## src/rtl/ucode_sequencer.sv

```systemverilog
// Micro-code sequencer: walks control memory from a start address, decodes each
// control word into a one-hot micro-op type and issues it over valid/ready.
module ucode_sequencer #(
    parameter int ADDR_W    = 8,
    parameter int CW_W      = 24,
    parameter int NUM_TYPES = 10
) (
    input  logic              clk,
    input  logic              rst,
    input  logic              start,
    input  logic [ADDR_W-1:0] start_addr,
    output logic [ADDR_W-1:0] cm_addr,
    output logic              cm_rd,
    input  logic [CW_W-1:0]   cm_data,
    input  logic              cond_flag,
    output logic [15:0]       instr_type,
    output logic [CW_W-7:0]   operand,
    output logic              op_valid,
    input  logic              op_ready,
    output logic              busy,
    output logic              done,
    output logic              err
);

    typedef enum logic [1:0] {
        IDLE   = 2'd0,
        FETCH  = 2'd1,
        DECODE = 2'd2,
        ISSUE  = 2'd3
    } state_t;

    state_t state, state_next;

    logic [ADDR_W-1:0] upc;
    logic              last_q;

    // Control word fields, valid on cm_data during DECODE.
    logic [3:0]        cw_type;
    logic              cw_jmp;
    logic              cw_last;
    logic [ADDR_W-1:0] cw_target;
    logic              cw_legal;
    logic              handshake;

    assign cw_type   = cm_data[CW_W-1:CW_W-4];
    assign cw_jmp    = cm_data[CW_W-5];
    assign cw_last   = cm_data[CW_W-6];
    assign cw_target = cm_data[ADDR_W-1:0];
    assign cw_legal  = int'(cw_type) < NUM_TYPES;
    assign handshake = op_valid && op_ready;

    assign cm_addr = upc;
    assign cm_rd   = (state == FETCH);
    assign busy    = (state != IDLE);

    // NOTE: every signal written in always_comb gets a default first, so no path
    // through the block can leave it unassigned and infer a latch.
    always_comb begin
        state_next = state;
        unique case (state)
            IDLE:    if (start) state_next = FETCH;
            FETCH:   state_next = DECODE;
            DECODE:  state_next = cw_legal ? ISSUE : IDLE;
            ISSUE: begin
                if (handshake) state_next = last_q ? IDLE : FETCH;
            end
            default: state_next = IDLE;
        endcase
    end

    // NOTE: all state below uses non-blocking assignments so every register
    // samples the pre-edge values regardless of statement order.
    always_ff @(posedge clk) begin
        if (rst) begin
            state      <= IDLE;
            upc        <= '0;
            last_q     <= 1'b0;
            instr_type <= '0;
            operand    <= '0;
            op_valid   <= 1'b0;
            done       <= 1'b0;
            err        <= 1'b0;
        end else begin
            state <= state_next;
            done  <= 1'b0;
            err   <= 1'b0;

            unique case (state)
                IDLE: begin
                    if (start) upc <= start_addr;
                end
                DECODE: begin
                    if (cw_legal) begin
                        instr_type <= 16'(1) << cw_type;
                        operand    <= cm_data[CW_W-7:0];
                        op_valid   <= 1'b1;
                        last_q     <= cw_last;
                        // Wraps naturally at the address width.
                        upc        <= (cw_jmp && cond_flag) ? cw_target : upc + 1'b1;
                    end else begin
                        err <= 1'b1;
                    end
                end
                ISSUE: begin
                    if (handshake) begin
                        op_valid   <= 1'b0;
                        instr_type <= '0;
                        done       <= last_q;
                    end
                end
                default: ;
            endcase
        end
    end

endmodule

```

## config.mk

```make
export PLATFORM = sky130hd
export DESIGN_NAME = ucode_sequencer
export DESIGN_NICKNAME = d
export VERILOG_FILES = /design/src/rtl/ucode_sequencer.sv
export SDC_FILE = /design/constraint.sdc
export NUM_CORES = 1
export LEC_CHECK = 0
export ABC_AREA = 1
export BUFFER_PORTS_ARGS = -buffer_cell sky130_fd_sc_hd__buf_4
export CAP_MARGIN = 20
export CORE_MARGIN = 5
export CORE_UTILIZATION = 30
export DETAILED_ROUTE_END_ITERATION = 16
export HOLD_SLACK_MARGIN = 0.12
export PLACE_DENSITY_LB_ADDON = 0.25
export SETUP_SLACK_MARGIN = 0.02
export SYNTH_ARGS = -nofsm -noshare
export SYNTH_HDL_FRONTEND = slang
export SYNTH_SLANG_ARGS = --single-unit
export TNS_END_PERCENT = 100
```

## constraint.sdc

```tcl
create_clock -name clk -period 1.3 [get_ports clk]
set_clock_uncertainty 0.1 [all_clocks]
set_input_delay 0 -clock clk [delete_from_list [all_inputs] [get_ports clk]]
set_output_delay 0 -clock clk [all_outputs]
set_load 0.01 [all_outputs]
```

### Word level (Yosys, flattened, before mapping)

Cells that the tools add are included.

* $add $sub $neg: 1
* $lt $le $gt $ge: 1
* equal/unequal tests: 6
* shift-type cells: 1
* mux-type cells: 16
* bitwise gates (word level): 3
* reduce and logical (&&, ||, !) cells: 12

Operators with widths (count)
* 2-to-1 mux 16 bit: 2
* one-hot mux 16 bit (2 select lines): 1
* 2-to-1 mux 8 bit: 3
* one-hot mux 8 bit (2 select lines): 1
* left shift 1 x 4 -> 16 bit, first input constant: 1
* adder 8 x 1 -> 8 bit, second input constant: 1
* one-hot mux 2 bit (4 select lines): 1
* 2-to-1 mux 2 bit: 3
* inequality test 2 bit, second input constant: 3
* AND reduction 3 bit: 2
* nonzero test 2 bit: 3
* == test 2 bit, second input constant: 2
* < comparator 4 bit, second input constant: 1
* 2-to-1 mux 1 bit: 4
* AND reduction 2 bit: 2
* NOT 1 bit: 3
* OR reduction 3 bit: 1
* == test 2 x 1 -> 1 bit, second input constant: 1
* logical AND 1 bit: 2
* zero test 2 bit: 1
* one-hot mux 1 bit (2 select lines): 1
* OR reduction 2 bit: 1

* bits in registers: 48
* logic and storage cells: 48

### Depth between registers and ports, before layout

Gate-level depths: netlist of the first run.

* depth in word-level cells: 4
* gate-level depth with buffers: 9
* mapped depth without buffers: 7

### Least setup slack after synthesis of the first run

OpenSTA, ideal clock, no wires.

* kind: register to register
* start point: register state[1]
* end point: register instr_type[2]
* arrival: 1.139 ns
* required time: 1.068 ns
* slack: -0.071 ns
* stages on the path, launching flop included: 10
* buffers on the path: 2
* clock period less this slack: 1.371 ns
* path through: dfxtp_1 > inv_2 > nor2_8 > o21ai_4 > buf_6 > nand2_4 > inv_4 > buf_8 > nand2_2 > a21oi_2

* word-level cells in the longest chain between the ends: 3

Ends and longest elaborated chain
* from (decl): RTL line 32 `state_t state, state_next;`
* from (signal assigned): RTL line 84 `state <= state_next;`
* == test 2 bit: RTL line 88 `unique case (state)`
* inequality test 2 bit (no line) or nonzero test 2 bit (tied branches)
* AND reduction 3 bit (no line)
* to (signal assigned): RTL line 94 `instr_type <= 16'(1) << cw_type;`
* to (decl): RTL line 16 `output logic [15:0] instr_type,`

Parallel ways exist; a longest one is shown, timed or not.
A chain may end at the register's enable or synchronous reset.

### Worst setup path after layout of the first run

* start point: register state[1]
* end point: register instr_type[8]

Same word-level chain as after synthesis.

==> impl_metrics.csv, run 1 <==
group,metric,value,unit
global_routing,antenna_found_initial,0,
cells_and_area,layout-drive-gt1-share,0.3869,
min_path,hp-class,"primary input to flop",
cells_and_area,diodes,0,
floorplanning,die_h,95.17,µm
global_routing,grt_pass1_vias,2146,
synthesis,syn_area,0.002176,mm²
global_routing,grt_max_degree,29,
clock_tree,clock_latency,0.30,ns
critical_path,path_cells,"inv_4 -> nor2_8 -> o21ai_4 -> nand2_4 -> buf_12 -> o21ai_2 -> a21oi_2",
synthesis,synth-seq-cells,48,
cells_and_area,instances_no_fill,528,
placement,io_buffers,83,
power_and_ir_drop,clockPowerShare,0.239,
drt,via_per_inst,4.458,
power_and_ir_drop,total_power,4.060,mW
critical_path,cp.arrival,1.40,ns
placement,hpwl,4.578,mm
timing,setup_ws,-0.0005869,ns
timing,worstMarginPinSlew,0.4053,ns
floorplanning,die_w,95.17,µm
drt,drt_iter0_markers,105,
cells_and_area,final_area,0.003596,mm²
power_and_ir_drop,switching_share,0.3308,
clock_tree,clock_sinks,48,
placement,dp_cells,477,
timing,finalHoldViolCount,0,
floorplanning,design.core.area,0.007176,mm²
timing,maxSlewHeadroom,0.7288,
power_and_ir_drop,internal_power,2.717,mW
drt,finalWirelength,6.668,mm
power_and_ir_drop,irDropWorstVdd,0.6478,mV
timing,max_freq,768.9,MHz
clock_tree,path_clk_slew,0.10,ns
clock_tree,cts_tree,"yes",
clock_tree,clock_path_buffers,2,
power_and_ir_drop,power_leakage,1.587,nW
timing,finalSetupViolCount,1,
synthesis,syn_nets,329,
placement,post_dp_cell_area,0.002963,mm²
floorplanning,initial_core_util,0.3032,
power_and_ir_drop,seqPwrFrac,0.438,
status,violations,"negative setup slack",
timing,period_minus_slack,1.301,ns
global_routing,grt_overflow,0,
cells_and_area,final_cell_mix,"buf_4 (97), nor2_1 (58), dfxtp_1 (42), dlygate4sd3_1 (37), nand2_1 (35)",
timing,drv_slew,0,
critical_path,endpoint_kind,"flop",
global_routing,grt_pass1_wl,10.21,mm
floorplanning,num_io_pins,84,
critical_path,critPathMaxFanout,10,
cells_and_area,nFillCells,738,
critical_path,critical_path.top_delay_family,"flip-flops",
synthesis,synth_area_per_cell,7.477,µm²
placement,detailedPlace.worstSlack,-0.02039,ns
clock_tree,cts_buffers,5,
clock_tree,root_buffer,"clkbuf_8",
synthesis,ys_types,31,
drt,first_pass_iters,4,
power_and_ir_drop,power.density,1129,mW/mm²
timing,rsz0062_at_grt,"true",
floorplanning,row_count,31,
status,status,"finished with violations",
cells_and_area,final_nets,466,
critical_path,crit_path_top_delay_cell,"dfxtp_4",
critical_path,critPathKind,"flop to flop",
clock_tree,htree_levels,2,
power_and_ir_drop,netSwitchingPower,1.343,mW
critical_path,cp_num_buf_inv,2,
synthesis,yosysSeqAreaShare,0.4416,
cells_and_area,areaGrowthSynthToFinish,65.27,%
floorplanning,fp.dieArea,0.009056,mm²
placement,place_congestion,0.8383,
run,drv_cap,0,
drt,wl_per_cell,12.63,µm
drt,drcViolationCount,0,
critical_path,cp-start-kind,"flop",
power_and_ir_drop,pwr-share-comb,0.323,
global_routing,grt_usage,0.1428,
drt,vias,2354,
critical_path,required,1.39,ns
timing,period_share,1.000,
timing,tns,-0.0005869,ns
cells_and_area,final_common_cell,"buf_4",
drt,ant_nets,0,
synthesis,syn_inst,291,
synthesis,yosys_warnings,0,
critical_path,critPathMaxStageDelay,0.38,ns
[cells by family (layout without fill, tap and decap cells)]
family | Yosys count | after routing | share of synthesized area
fa+ha+maj | 1 | 1 | 0.005750
simple gates | 132 | 133 | 0.2668
compound gates | 72 | 73 | 0.1938
flops | 48 | 48 | 0.4416
buf+inv | 38 | 174 | 0.09200
[worst register-to-register path: cells and delay by family, from the launching register on]
family | cells | cell delay [ns]
flops | 1 | 0.38
compound gates | 3 | 0.32
buf+inv | 2 | 0.25
simple gates | 2 | 0.16
[worst paths after layout]
path	from	end	slack [ns]	cells after the start
min reg2reg	instr_type[10]	instr_type[10]	0.34	2
max	state[1]	instr_type[8]	-0.0006	7
max reg2reg	state[1]	instr_type[8]	-0.0006	7
min	cond_flag	cm_addr[5]	0.16	5
[layer usage]
layer  GRT usage  wire [µm]  vias to the layer above
met5           0          0                        -
met3     0.02841        334                        6
met1      0.1827       3007                     1067
met4     0.03966         60                        0
met2      0.2431       3265                       58
li1            -          -                     1223
[state kept, by name (all words and copies together) (netlist names)]
name	count
state	2
last_q	1
op_valid	1
err	1
operand	18
cm_addr	8
done	1
instr_type	16
[cells in the mapped netlist (all sizes together)]
library cell	number	area share
nand2	44	0.086
nor2	68	0.13
clkbuf	5	0.0086
a31oi	1	0.0029
o21ai	41	0.11
or2	1	0.0029
buf	7	0.036
o211ai	1	0.0035
a21oi	27	0.074
dfxtp	48	0.44
nand3	13	0.032
ha	1	0.0057
clkinv	1	0.0023
inv	25	0.045
nand4	6	0.017
a22oi	2	0.0069
[metrics by stage]
stage | util | hold slack, ns
floorplan | - | -0.04492
global placement | 0.4129 | 0.1460
detailed placement | 0.4129 | 0.1584
CTS | 0.4807 | 0.1599
global route | 0.5011 | 0.2082
finish | 0.5011 | 0.1601
[timing repair]
action | 4_1_cts | 5_1_grt
pin swaps | 1 | 10
endpoints found under the setup margin | 26 | 45
setup buffers | 1 | 2
cloned | 0 | 3
hold buffers | 37 | 0
hold endpoints to repair | 48 | 0
resized for setup | 6 | 42
[power by group through the flow]
stage | clock network (mW) | logic, mW | registers [mW]
floorplan | 0 | 0.550 | 1.84
global placement | 0 | 1.09 | 1.78
detailed placement | 0 | 1.10 | 1.79
CTS | 1.00 | 1.20 | 1.76
global route | 1.07 | 1.45 | 1.80
finish | 0.969 | 1.31 | 1.78
[area by class of cell]
class,instances,area (µm²),share of cell area
Timing Repair Buffer,140,1169,0.3250
Multi-Input combinational cell,207,1115,0.3100
Sequential cell,48,978.4,0.2721
Tap cell,99,123.9,0.03445
Inverter,26,113.9,0.03166
Clock buffer,6,82.58,0.02296
Clock inverter,2,13.76,0.003827
(Power assumes the default switching activity.)
==> inputs of run 2 (changes only) <==
--- a/config.mk
+++ b/config.mk
@@ -10,6 +10,7 @@
 export CAP_MARGIN = 20
 export CORE_MARGIN = 5
 export CORE_UTILIZATION = 30
+export CTS_BUF_LIST = sky130_fd_sc_hd__clkbuf_16
 export DETAILED_ROUTE_END_ITERATION = 16
 export HOLD_SLACK_MARGIN = 0.12
 export PLACE_DENSITY_LB_ADDON = 0.25
==> run 2 against run 1 <==
Against the previous run: highest routed layer unchanged; utilization shrank 0.59 points; combinational power down 5%; the flow now finishes without violations; sequential cell count is the same; power increased by 6.3%.
==> impl_metrics.csv, run 2 (same netlist as run 1, synthesis figures left out) <==
group,metric,value,unit
critical_path,cp-start-kind,"flop",
timing,finalHoldViolCount,0,
floorplanning,fp.dieArea,0.009056,mm²
critical_path,crit_path_top_delay_cell,"dfxtp_4",
cells_and_area,fin_util,0.4952,
cells_and_area,diodes,0,
status,status,"completed",
floorplanning,die_w,95.17,µm
cells_and_area,final_nets,460,
critical_path,critPathLaunch,"state[1]",
global_routing,grt_pass1_wl,10.22,mm
cells_and_area,areaGrowthSynthToFinish,63.31,%
clock_tree,htree_levels,2,
timing,maxSlewHeadroom,0.7352,
floorplanning,num_io_pins,84,
cells_and_area,nFillCells,737,
critical_path,critPathKind,"flop to flop",
floorplanning,die_h,95.17,µm
placement,hpwl,4.578,mm
timing,period_minus_slack,1.293,ns
cells_and_area,final_common_cell,"buf_4",
critical_path,required,1.38,ns
clock_tree,clock_latency,0.28,ns
timing,drv_slew,0,
power_and_ir_drop,power.density,1214,mW/mm²
drt,finalWirelength,6.534,mm
global_routing,antenna_found_initial,0,
placement,io_buffers,83,
critical_path,crit_path_end,"instr_type[7]",
global_routing,grt_usage,0.1434,
critical_path,rrSetupSlack,0.007,ns
drt,first_pass_iters,4,
clock_tree,cts_buffers,5,
clock_tree,clock_sinks,48,
cells_and_area,final_cell_mix,"buf_4 (96), nor2_1 (59), dfxtp_1 (41), nand2_1 (36), dlygate4sd3_1 (35)",
clock_tree,path_clk_slew,0.07,ns
drt,drt_iter0_markers,85,
critical_path,reg2reg_from,"state[1]",
floorplanning,row_count,31,
critical_path,cp.arrival,1.37,ns
cells_and_area,layout-drive-gt1-share,0.3735,
critical_path,cp_num_cells,7,
cells_and_area,largest_reg_flops,18,
timing,worstMarginPinSlew,0.3958,ns
critical_path,critPathMaxStageDelay,0.37,ns
clock_tree,clock_path_buffers,2,
global_routing,grt_max_degree,29,
timing,max_freq,773.5,MHz
critical_path,r2r-end,"instr_type[7]",
power_and_ir_drop,internal_power,2.960,mW
timing,rsz0062_at_grt,"true",
critical_path,reg2reg_depth,7,
power_and_ir_drop,clockPowerShare,0.296,
drt,wl_per_cell,12.52,µm
clock_tree,root_buffer,"clkbuf_16",
power_and_ir_drop,power_leakage,1.574,nW
drt,drcViolationCount,0,
run,drv_cap,0,
global_routing,grt_overflow,0,
critical_path,critical_path.top_delay_family,"flip-flops",
power_and_ir_drop,total_power,4.315,mW
critical_path,critPathMaxFanout,10,
critical_path,endpoint_kind,"flop",
drt,via_per_inst,4.460,
global_routing,grt_pass1_vias,2154,
min_path,hp-class,"primary input to flop",
clock_tree,post_cts_buffers,0,
power_and_ir_drop,seqPwrFrac,0.413,
drt,ant_nets,0,
cells_and_area,instances_no_fill,522,
critical_path,cp_num_buf_inv,2,
timing,finalSetupViolCount,0,
floorplanning,initial_core_util,0.3032,
clock_tree,cts_tree,"yes",
timing,period_share,0.9944,
drt,vias,2328,
placement,place_congestion,0.8383,
power_and_ir_drop,irDropWorstVdd,0.7616,mV
power_and_ir_drop,pwr-share-comb,0.291,
floorplanning,design.core.area,0.007176,mm²
power_and_ir_drop,netSwitchingPower,1.356,mW
critical_path,path_cells,"inv_4 -> nor2_8 -> o21ai_4 -> nand2_4 -> buf_12 -> o21ai_1 -> nor2_1",
placement,dp_cells,477,
power_and_ir_drop,switching_share,0.3141,
cells_and_area,largest-register,"operand",
## run 2: cell count changes in the layout (fill, tap and decap cells not counted), sizes merged
cell	delta
clkbuf	-1
clkinv	+1
buf	-4
dlygate4sd3	-2
## run 2: what timing repair did
| action | CTS | global route |
|---|---|---|
| gates cloned | 2 | 0 |
| hold endpoints to repair | 48 | 4 |
| pin swaps | 2 | 3 |
| resized for setup | 8 | 35 |
| endpoints found under the setup margin | 21 | 43 |
| hold buffers | 34 | 1 |
## run 2: per-stage QoR
step           worst slack [ns]  hold WS (ns)   TNS, ns  instance area (µm²)
3_3_place_gp           -0.02420        0.1460  -0.02420                 2963
2_1_floorplan          -0.01398      -0.04492  -0.05288                 2180
4_1_cts                0.008503       0.03229         0                 3480
3_5_place_dp           -0.02039        0.1584  -0.04709                 2963
5_1_grt                -0.06194        0.1056   -0.9657                 3553
6_report               0.007257       0.09704         0                 3553
## run 2: tightest hold or removal path, stage by stage
cell,delay (ns)
buf_4,0.09
nor2_2,0.06
buf_4,0.15
nand4_1,0.08
a21oi_2,0.05
## run 2: worst min-delay path by stage
stage                          to        start  cells past startpoint  slack [ns]
finish              instr_type[9]  cm_data[21]                      5         0.1
global route        instr_type[9]  cm_data[21]                      5        0.11
CTS                 instr_type[7]  cm_data[22]                      5        0.03
detailed placement    operand[11]  cm_data[11]                      3        0.16
global placement      operand[10]  cm_data[10]                      3        0.15
floorplan                state[1]          rst                      1       -0.04
## run 2: per-layer routing
metal  share of wire  GRT usage  vias to the layer above
li1                -          -                     1210
met1            0.46     0.1862                     1054
met2            0.48     0.2402                       58
met3           0.053    0.02999                        6
met4          0.0078    0.03966                        0
met5               0          0                        -
## run 2: power groups by stage
stage          Sequential, mW  Combinational [mW]  Clock [mW]
3_3_place_gp             1.78                1.09           0
5_1_grt                  1.80                1.39        1.38
2_1_floorplan            1.84               0.550           0
3_5_place_dp             1.79                1.10           0
4_1_cts                  1.76                1.21        1.31
6_report                 1.78                1.25        1.28
## run 2: final cells by class
| type | count | area [µm²] | area share |
|---|---|---|---|
| inverter | 26 | 113.9 | 0.03204 |
| clock inverter | 3 | 17.52 | 0.004930 |
| clock buffer | 5 | 125.1 | 0.03521 |
| tap | 99 | 123.9 | 0.03486 |
| timing repair buffer | 134 | 1114 | 0.3134 |
| sequential | 48 | 977.2 | 0.2750 |
| multi-input combinational | 207 | 1082 | 0.3046 |
